<file path="config.mk">
export PLATFORM = sky130hd
export DESIGN_NAME = mc_control_fsm
export DESIGN_NICKNAME = d
export VERILOG_FILES = /design/src/rtl/mips_ctrl_pkg.sv /design/src/rtl/mc_ctrl_decode.sv /design/src/rtl/mc_control_fsm.sv
export SDC_FILE = /design/constraint.sdc
export NUM_CORES = 1
export LEC_CHECK = 0
export ABC_AREA = 1
export CORE_UTILIZATION = 34
export CTS_CLUSTER_SIZE = 40
export DETAILED_ROUTE_END_ITERATION = 16
export MAX_ROUTING_LAYER = met4
export PLACE_DENSITY_LB_ADDON = 0.12
export SLEW_MARGIN = 10
export SYNTH_ARGS = -nofsm -noshare
export SYNTH_HDL_FRONTEND = slang
export SYNTH_HIERARCHICAL = 1
export SYNTH_SLANG_ARGS = --single-unit
</file>
<file path="constraint.sdc">
create_clock -name clk -period 1.18 [get_ports clk]
set_input_delay 0.354 -clock clk [delete_from_list [all_inputs] [get_ports clk]]
set_output_delay 0.354 -clock clk [all_outputs]
set_load 0.01 [all_outputs]
</file>
<file path="src/rtl/mips_ctrl_pkg.sv">
// Shared encodings for the multi-cycle MIPS control path: opcodes, FSM states and
// the mux/ALU select codes also decoded by the PC-select mux and ALU control.
package mips_ctrl_pkg;

  localparam logic [5:0] OP_RTYPE = 6'b000000;
  localparam logic [5:0] OP_LW    = 6'b100011;
  localparam logic [5:0] OP_SW    = 6'b101011;
  localparam logic [5:0] OP_BEQ   = 6'b000100;
  localparam logic [5:0] OP_J     = 6'b000010;
  localparam logic [5:0] OP_ADDI  = 6'b001000;

  typedef enum logic [3:0] {
    StFetch    = 4'd0,
    StDecode   = 4'd1,
    StMemAddr  = 4'd2,
    StMemRead  = 4'd3,
    StMemWb    = 4'd4,
    StMemWrite = 4'd5,
    StExec     = 4'd6,
    StAluWb    = 4'd7,
    StBranch   = 4'd8,
    StJump     = 4'd9,
    StAddiExec = 4'd10,
    StAddiWb   = 4'd11,
    StTrap     = 4'd12
  } state_e;

  localparam logic [1:0] PC_SRC_ALU    = 2'b00;
  localparam logic [1:0] PC_SRC_ALUOUT = 2'b01;
  localparam logic [1:0] PC_SRC_JUMP   = 2'b10;

  localparam logic [1:0] ALU_B_REG = 2'b00;
  localparam logic [1:0] ALU_B_ONE = 2'b01;
  localparam logic [1:0] ALU_B_IMM = 2'b10;

  localparam logic [1:0] ALU_OP_ADD   = 2'b00;
  localparam logic [1:0] ALU_OP_SUB   = 2'b01;
  localparam logic [1:0] ALU_OP_FUNCT = 2'b10;

  typedef struct packed {
    logic       pc_write;
    logic       pc_write_cond;
    logic [1:0] pc_source;
    logic       iord;
    logic       mem_read;
    logic       mem_write;
    logic       ir_write;
    logic       mem_to_reg;
    logic       reg_dst;
    logic       reg_write;
    logic       alu_src_a;
    logic [1:0] alu_src_b;
    logic [1:0] alu_op;
  } ctrl_t;

endpackage

</file>
<file path="src/rtl/mc_ctrl_decode.sv">
// Combinational state -> datapath control-word decoder for the multi-cycle sequencer.
module mc_ctrl_decode
  import mips_ctrl_pkg::*;
(
  input  logic [3:0] state,
  input  logic       memReady,
  input  logic       rst,
  output ctrl_t      ctrl
);

  always_comb begin
    ctrl = '0;
    case (state)
      StFetch: begin
        ctrl.mem_read  = 1'b1;
        ctrl.alu_src_b = ALU_B_ONE;
        ctrl.ir_write  = memReady;
        ctrl.pc_write  = memReady;
      end
      StDecode: ctrl.alu_src_b = ALU_B_IMM;
      StMemAddr: begin
        ctrl.alu_src_a = 1'b1;
        ctrl.alu_src_b = ALU_B_IMM;
      end
      StMemRead: begin
        ctrl.mem_read = 1'b1;
        ctrl.iord     = 1'b1;
      end
      StMemWb: begin
        ctrl.reg_write  = 1'b1;
        ctrl.mem_to_reg = 1'b1;
      end
      StMemWrite: begin
        ctrl.mem_write = 1'b1;
        ctrl.iord      = 1'b1;
      end
      StExec: begin
        ctrl.alu_src_a = 1'b1;
        ctrl.alu_src_b = ALU_B_REG;
        ctrl.alu_op    = ALU_OP_FUNCT;
      end
      StAluWb: begin
        ctrl.reg_write = 1'b1;
        ctrl.reg_dst   = 1'b1;
      end
      StBranch: begin
        ctrl.alu_src_a     = 1'b1;
        ctrl.alu_op        = ALU_OP_SUB;
        ctrl.pc_write_cond = 1'b1;
        ctrl.pc_source     = PC_SRC_ALUOUT;
      end
      StJump: begin
        ctrl.pc_write  = 1'b1;
        ctrl.pc_source = PC_SRC_JUMP;
      end
      StAddiExec: begin
        ctrl.alu_src_a = 1'b1;
        ctrl.alu_src_b = ALU_B_IMM;
      end
      StAddiWb: ctrl.reg_write = 1'b1;
      default: ;
    endcase
    // Reset forces FETCH asynchronously; keep every write strobe quiet while it is held.
    if (!rst) begin
      ctrl.pc_write      = 1'b0;
      ctrl.pc_write_cond = 1'b0;
      ctrl.ir_write      = 1'b0;
      ctrl.reg_write     = 1'b0;
      ctrl.mem_write     = 1'b0;
    end
  end

endmodule

</file>
<file path="src/rtl/mc_control_fsm.sv">
// Multi-cycle MIPS main control sequencer: state register, next-state logic and the
// sticky illegal-opcode flag; control outputs come from mc_ctrl_decode.
module mc_control_fsm
  import mips_ctrl_pkg::*;
(
  input  logic       clk,
  input  logic       rst,
  input  logic [5:0] opcode,
  input  logic       zFlag,
  input  logic       memReady,
  output logic       pcWrite,
  output logic       pcWriteCond,
  output logic [1:0] pcSource,
  output logic       iorD,
  output logic       memRead,
  output logic       memWrite,
  output logic       irWrite,
  output logic       memToReg,
  output logic       regDst,
  output logic       regWrite,
  output logic       aluSrcA,
  output logic [1:0] aluSrcB,
  output logic [1:0] aluOp,
  output logic [3:0] state,
  output logic       illegalOp
);

  logic [3:0] state_q, state_d;
  logic       illegal_q, illegal_d;
  ctrl_t      ctrl;

  // Branch qualification by zFlag happens in the datapath, not here.
  logic unused_zflag;
  assign unused_zflag = zFlag;

  always_ff @(posedge clk or negedge rst) begin
    if (!rst) begin
      state_q   <= StFetch;
      illegal_q <= 1'b0;
    end else begin
      state_q   <= state_d;
      illegal_q <= illegal_d;
    end
  end

  always_comb begin
    state_d = StFetch;
    case (state_q)
      StFetch:  state_d = memReady ? StDecode : StFetch;
      StDecode: begin
        case (opcode)
          OP_LW, OP_SW: state_d = StMemAddr;
          OP_RTYPE:     state_d = StExec;
          OP_BEQ:       state_d = StBranch;
          OP_J:         state_d = StJump;
          OP_ADDI:      state_d = StAddiExec;
          default:      state_d = StTrap;
        endcase
      end
      StMemAddr: begin
        if (opcode == OP_LW)      state_d = StMemRead;
        else if (opcode == OP_SW) state_d = StMemWrite;
        else                      state_d = StFetch;
      end
      StMemRead:  state_d = memReady ? StMemWb : StMemRead;
      StMemWb:    state_d = StFetch;
      StMemWrite: state_d = memReady ? StFetch : StMemWrite;
      StExec:     state_d = StAluWb;
      StAluWb:    state_d = StFetch;
      StBranch:   state_d = StFetch;
      StJump:     state_d = StFetch;
      StAddiExec: state_d = StAddiWb;
      StAddiWb:   state_d = StFetch;
      StTrap:     state_d = StTrap;
      default:    state_d = StFetch;
    endcase
  end

  // Set on the edge that enters TRAP so the flag and the state agree in the same cycle.
  assign illegal_d = illegal_q | (state_d == StTrap);

  mc_ctrl_decode u_decode (
    .state    (state_q),
    .memReady (memReady),
    .rst      (rst),
    .ctrl     (ctrl)
  );

  assign pcWrite     = ctrl.pc_write;
  assign pcWriteCond = ctrl.pc_write_cond;
  assign pcSource    = ctrl.pc_source;
  assign iorD        = ctrl.iord;
  assign memRead     = ctrl.mem_read;
  assign memWrite    = ctrl.mem_write;
  assign irWrite     = ctrl.ir_write;
  assign memToReg    = ctrl.mem_to_reg;
  assign regDst      = ctrl.reg_dst;
  assign regWrite    = ctrl.reg_write;
  assign aluSrcA     = ctrl.alu_src_a;
  assign aluSrcB     = ctrl.alu_src_b;
  assign aluOp       = ctrl.alu_op;
  assign state       = state_q;
  assign illegalOp   = illegal_q;

endmodule
</file>
==> impl_metrics.env <==
export IMPL_drt_total_wl_mm=2.38
export IMPL_ys_ff_latch=5
export IMPL_syn_area_um2=589
export IMPL_syn_inst=105
export IMPL_critPathTopFamily="flip-flops"
export IMPL_grt_max_degree=8
export IMPL_fin_crit_ps=1630
export IMPL_cap_violations=0
export IMPL_area_growth_pct=120
export IMPL_max_slew_margin_pct=86.5
export IMPL_clk_latency_ps=240
export IMPL_slowest_delay_ps=450
export IMPL_setup_viol_count_final=25
export IMPL_yosysTopAreaCellShare_pct=21.2
export IMPL_synth_compound_area_share_pct=13.6
export IMPL_crit_path_end_kind="primary output"
export IMPL_violations="design-rule violations, negative setup slack"
export IMPL_cp_start_kind="flop"
export IMPL_status="complete, but fails checks"
export IMPL_ys_warn_count=6
export IMPL_antenna_found_initial=0
export IMPL_vias_per_cell=5.08
export IMPL_synth_ff_type="dfrtp_1"
export IMPL_synth_edf_count=0
export IMPL_worstPathMaxFanout=5
export IMPL_synthMuxAreaShare_pct=0
export IMPL_grt_pass1_vias=888
export IMPL_grt_pass1_wl_mm=3.84
export IMPL_power_leakage_nw=0.673
export IMPL_grt_overflow=0
export IMPL_tightest_slew_ps=203
export IMPL_fp_dieW_um=43.6
export IMPL_fp_dieArea_um2=1900
export IMPL_async_flop_share_pct=100
export IMPL_drt_initial_drc_count=26
export IMPL_num_vias=934
export IMPL_ys_seq_area_share_pct=21.2
export IMPL_fin_util_pct=83.0
export IMPL_fmax_mhz=614
export IMPL_clockBufferDepth=2
export IMPL_peakVddDrop_v=0.00163
export IMPL_path_buf_inv=3
export IMPL_rows=14
export IMPL_synthTopCellsByCount="31 x nand2_1, 20 x nor2_1, 18 x inv_1"
export IMPL_drc=2
export IMPL_fp_coreArea_um2=1560
export IMPL_period_share_pct=138
export IMPL_synth_most_common_cell="nand2_1"
export IMPL_place_port_buffers=29
export IMPL_initial_core_util_pct=37.8
export IMPL_cts_root_buf="clkbuf_4"
export IMPL_yosysTopAreaCell="dfrtp_1"
export IMPL_fillCellCount=106
export IMPL_rsz0062_at_grt="yes"
export IMPL_reg2reg_depth=11
export IMPL_h_tree_depth=1
export IMPL_cpMaxStageDelayCell="dfrtp_2"
export IMPL_synth_xor_area_share_pct=0
export IMPL_yosys_area_share_simple_pct=50.5
export IMPL_finalInstanceArea_um2=1290
export IMPL_crit_arrival_ps=1270
export IMPL_ant_nets=0
export IMPL_synth_top_family_by_area="simple AND/OR/NAND/NOR gates"
export IMPL_crit_type="flop to primary output"
export IMPL_synthTopCellsByArea="dfrtp_1 21%, nand2_1 20%, nor2_1 13%, inv_1 11%, nand4_1 5.3%"
export IMPL_cts_tree="built"
export IMPL_die_y_um=43.6
export IMPL_postSynthAreaPerCell_um2=5.61
export IMPL_clock_sinks=5
export IMPL_nNetsFinal=179
export IMPL_pwr_density_cell_nw_per_um2=1810
export IMPL_ios=31
export IMPL_hpwlAfterDp_mm=1.58
export IMPL_required_ps=830
export IMPL_path_cells="buf_6, buf_6, o22ai_1, buf_2"
export IMPL_avgRoutedWirePerCell_um=12.9
export IMPL_first_pass_iters=10
export IMPL_crit_top_cell="buf_6"
export IMPL_path_clk_slew_ps=50
export IMPL_layout_drive_gt1_share_pct=64.9
export IMPL_slew_viol_final=0
export IMPL_hp_class="input pin to asynchronous set/reset pin"
export IMPL_fin_tns_setup_ps=-8630
export IMPL_grt_use_total_pct=28.0
export IMPL_fin_skew_ps=0.526
export IMPL_numCtsBuffers=3
export IMPL_place_area_um2=1120
export IMPL_synthAdderAreaFrac_pct=0
export IMPL_globalplace_congestion=0.844
export IMPL_fin_ws_ps=-448
export IMPL_diodes=0
export IMPL_synth_cell_types=19
export IMPL_finalHoldViolations=0
export IMPL_synth_fp_nets=115
export IMPL_crit_cells=4
==> kinds of logic after synthesis <==
| family | after synthesis |
|---|---|
| AOI/OAI and AO/OA | 11 |
| buffers and inverters | 22 |
| DFF | 5 |
| and+or+nand+nor | 67 |
==> worst paths after layout <==
path                            from        end  slack, ps
hold / removal                   rst   state[0]        280
setup / recovery            state[3]    aluSrcA       -450
max in group asynchronous        rst   state[1]        790
setup reg to reg            state[1]  illegalOp       -400
min in group clk           illegalOp  illegalOp        490
hold reg to reg            illegalOp  illegalOp        490
==> through the flow <==
step                      std cells  hold WS (ps)  power, W  setup slack, ps
after global placement          171           452   0.00169             -894
after floorplan                 105          58.4   0.00102             -133
after CTS                       182           271   0.00220             -417
final                           184           275   0.00234             -448
after global routing            184           259   0.00248             -497
after detailed placement        171           487   0.00173             -919
==> worst reg2reg max path: stages (launching register included) <==
cell     delay (ps)
dfrtp_2         470
buf_4           170
buf_4           150
nor2_1          170
nand3_2         130
nand2_1         110
inv_2            30
nand2_1          60
nor2_1           50
nand2_2          70
nand2_1          50
nand2_1          60
==> cell usage in the layout, fill, tap and decap left out <==
cell type and count:
buf_6 20, nor2_2 4, a21oi_2 2, nor2_4 8
nor3_4 1, buf_4 19, o211ai_4 1, inv_4 1
dfrtp_1 1, nand2_4 3, dfrtp_2 4, inv_1 8
dlygate4sd2_1 7, nand3_1 1, o21ai_2 3, o2111ai_1 1
nand2_2 10, clkdlybuf4s50_1 1, nand4_1 5, buf_2 12
clkbuf_4 3, nor2_1 10, inv_2 12, o22ai_1 1
nor3_1 1, a32oi_1 1, nand2_1 20, o21ai_0 2
clkinv_2 1, buf_8 1, nand3_2 4
==> state kept, by name, indices dropped and copies added, names as in the netlist <==
signal and cells:
state 4, illegalOp 1
==> metal layers <==
metal	routed length [µm]	global-route usage, %
met2	1210	45.4
met4	63	10.0
met3	124	5.00
met1	981	34.8
met5	0	-
==> final cells by class <==
| type | count | area [µm²] | area share, % |
|---|---|---|---|
| Sequential cell | 5 | 130 | 10.1 |
| Inverter | 21 | 81.3 | 6.29 |
| Tap cell | 16 | 20.0 | 1.55 |
| Multi-Input combinational cell | 78 | 520 | 40.2 |
| Clock inverter | 1 | 5.00 | 0.387 |
| Timing Repair Buffer | 60 | 514 | 39.7 |
| Clock buffer | 3 | 22.5 | 1.74 |
==> timing repair <==
action / 4_1_cts / 5_1_grt
resized for setup: 132 / 10
setup endpoints to repair: 26 / 25
hold buffers: 0 / 0
pin swaps: 16 / 5
buffers inserted: 7 / 2
==> power by group <==
part | switching, W | internal [W]
Clock | 0.0000759 | 0.000123
Combinational | 0.000945 | 0.000873
Sequential | 0.0000966 | 0.000223
(Power assumes the default switching activity.)
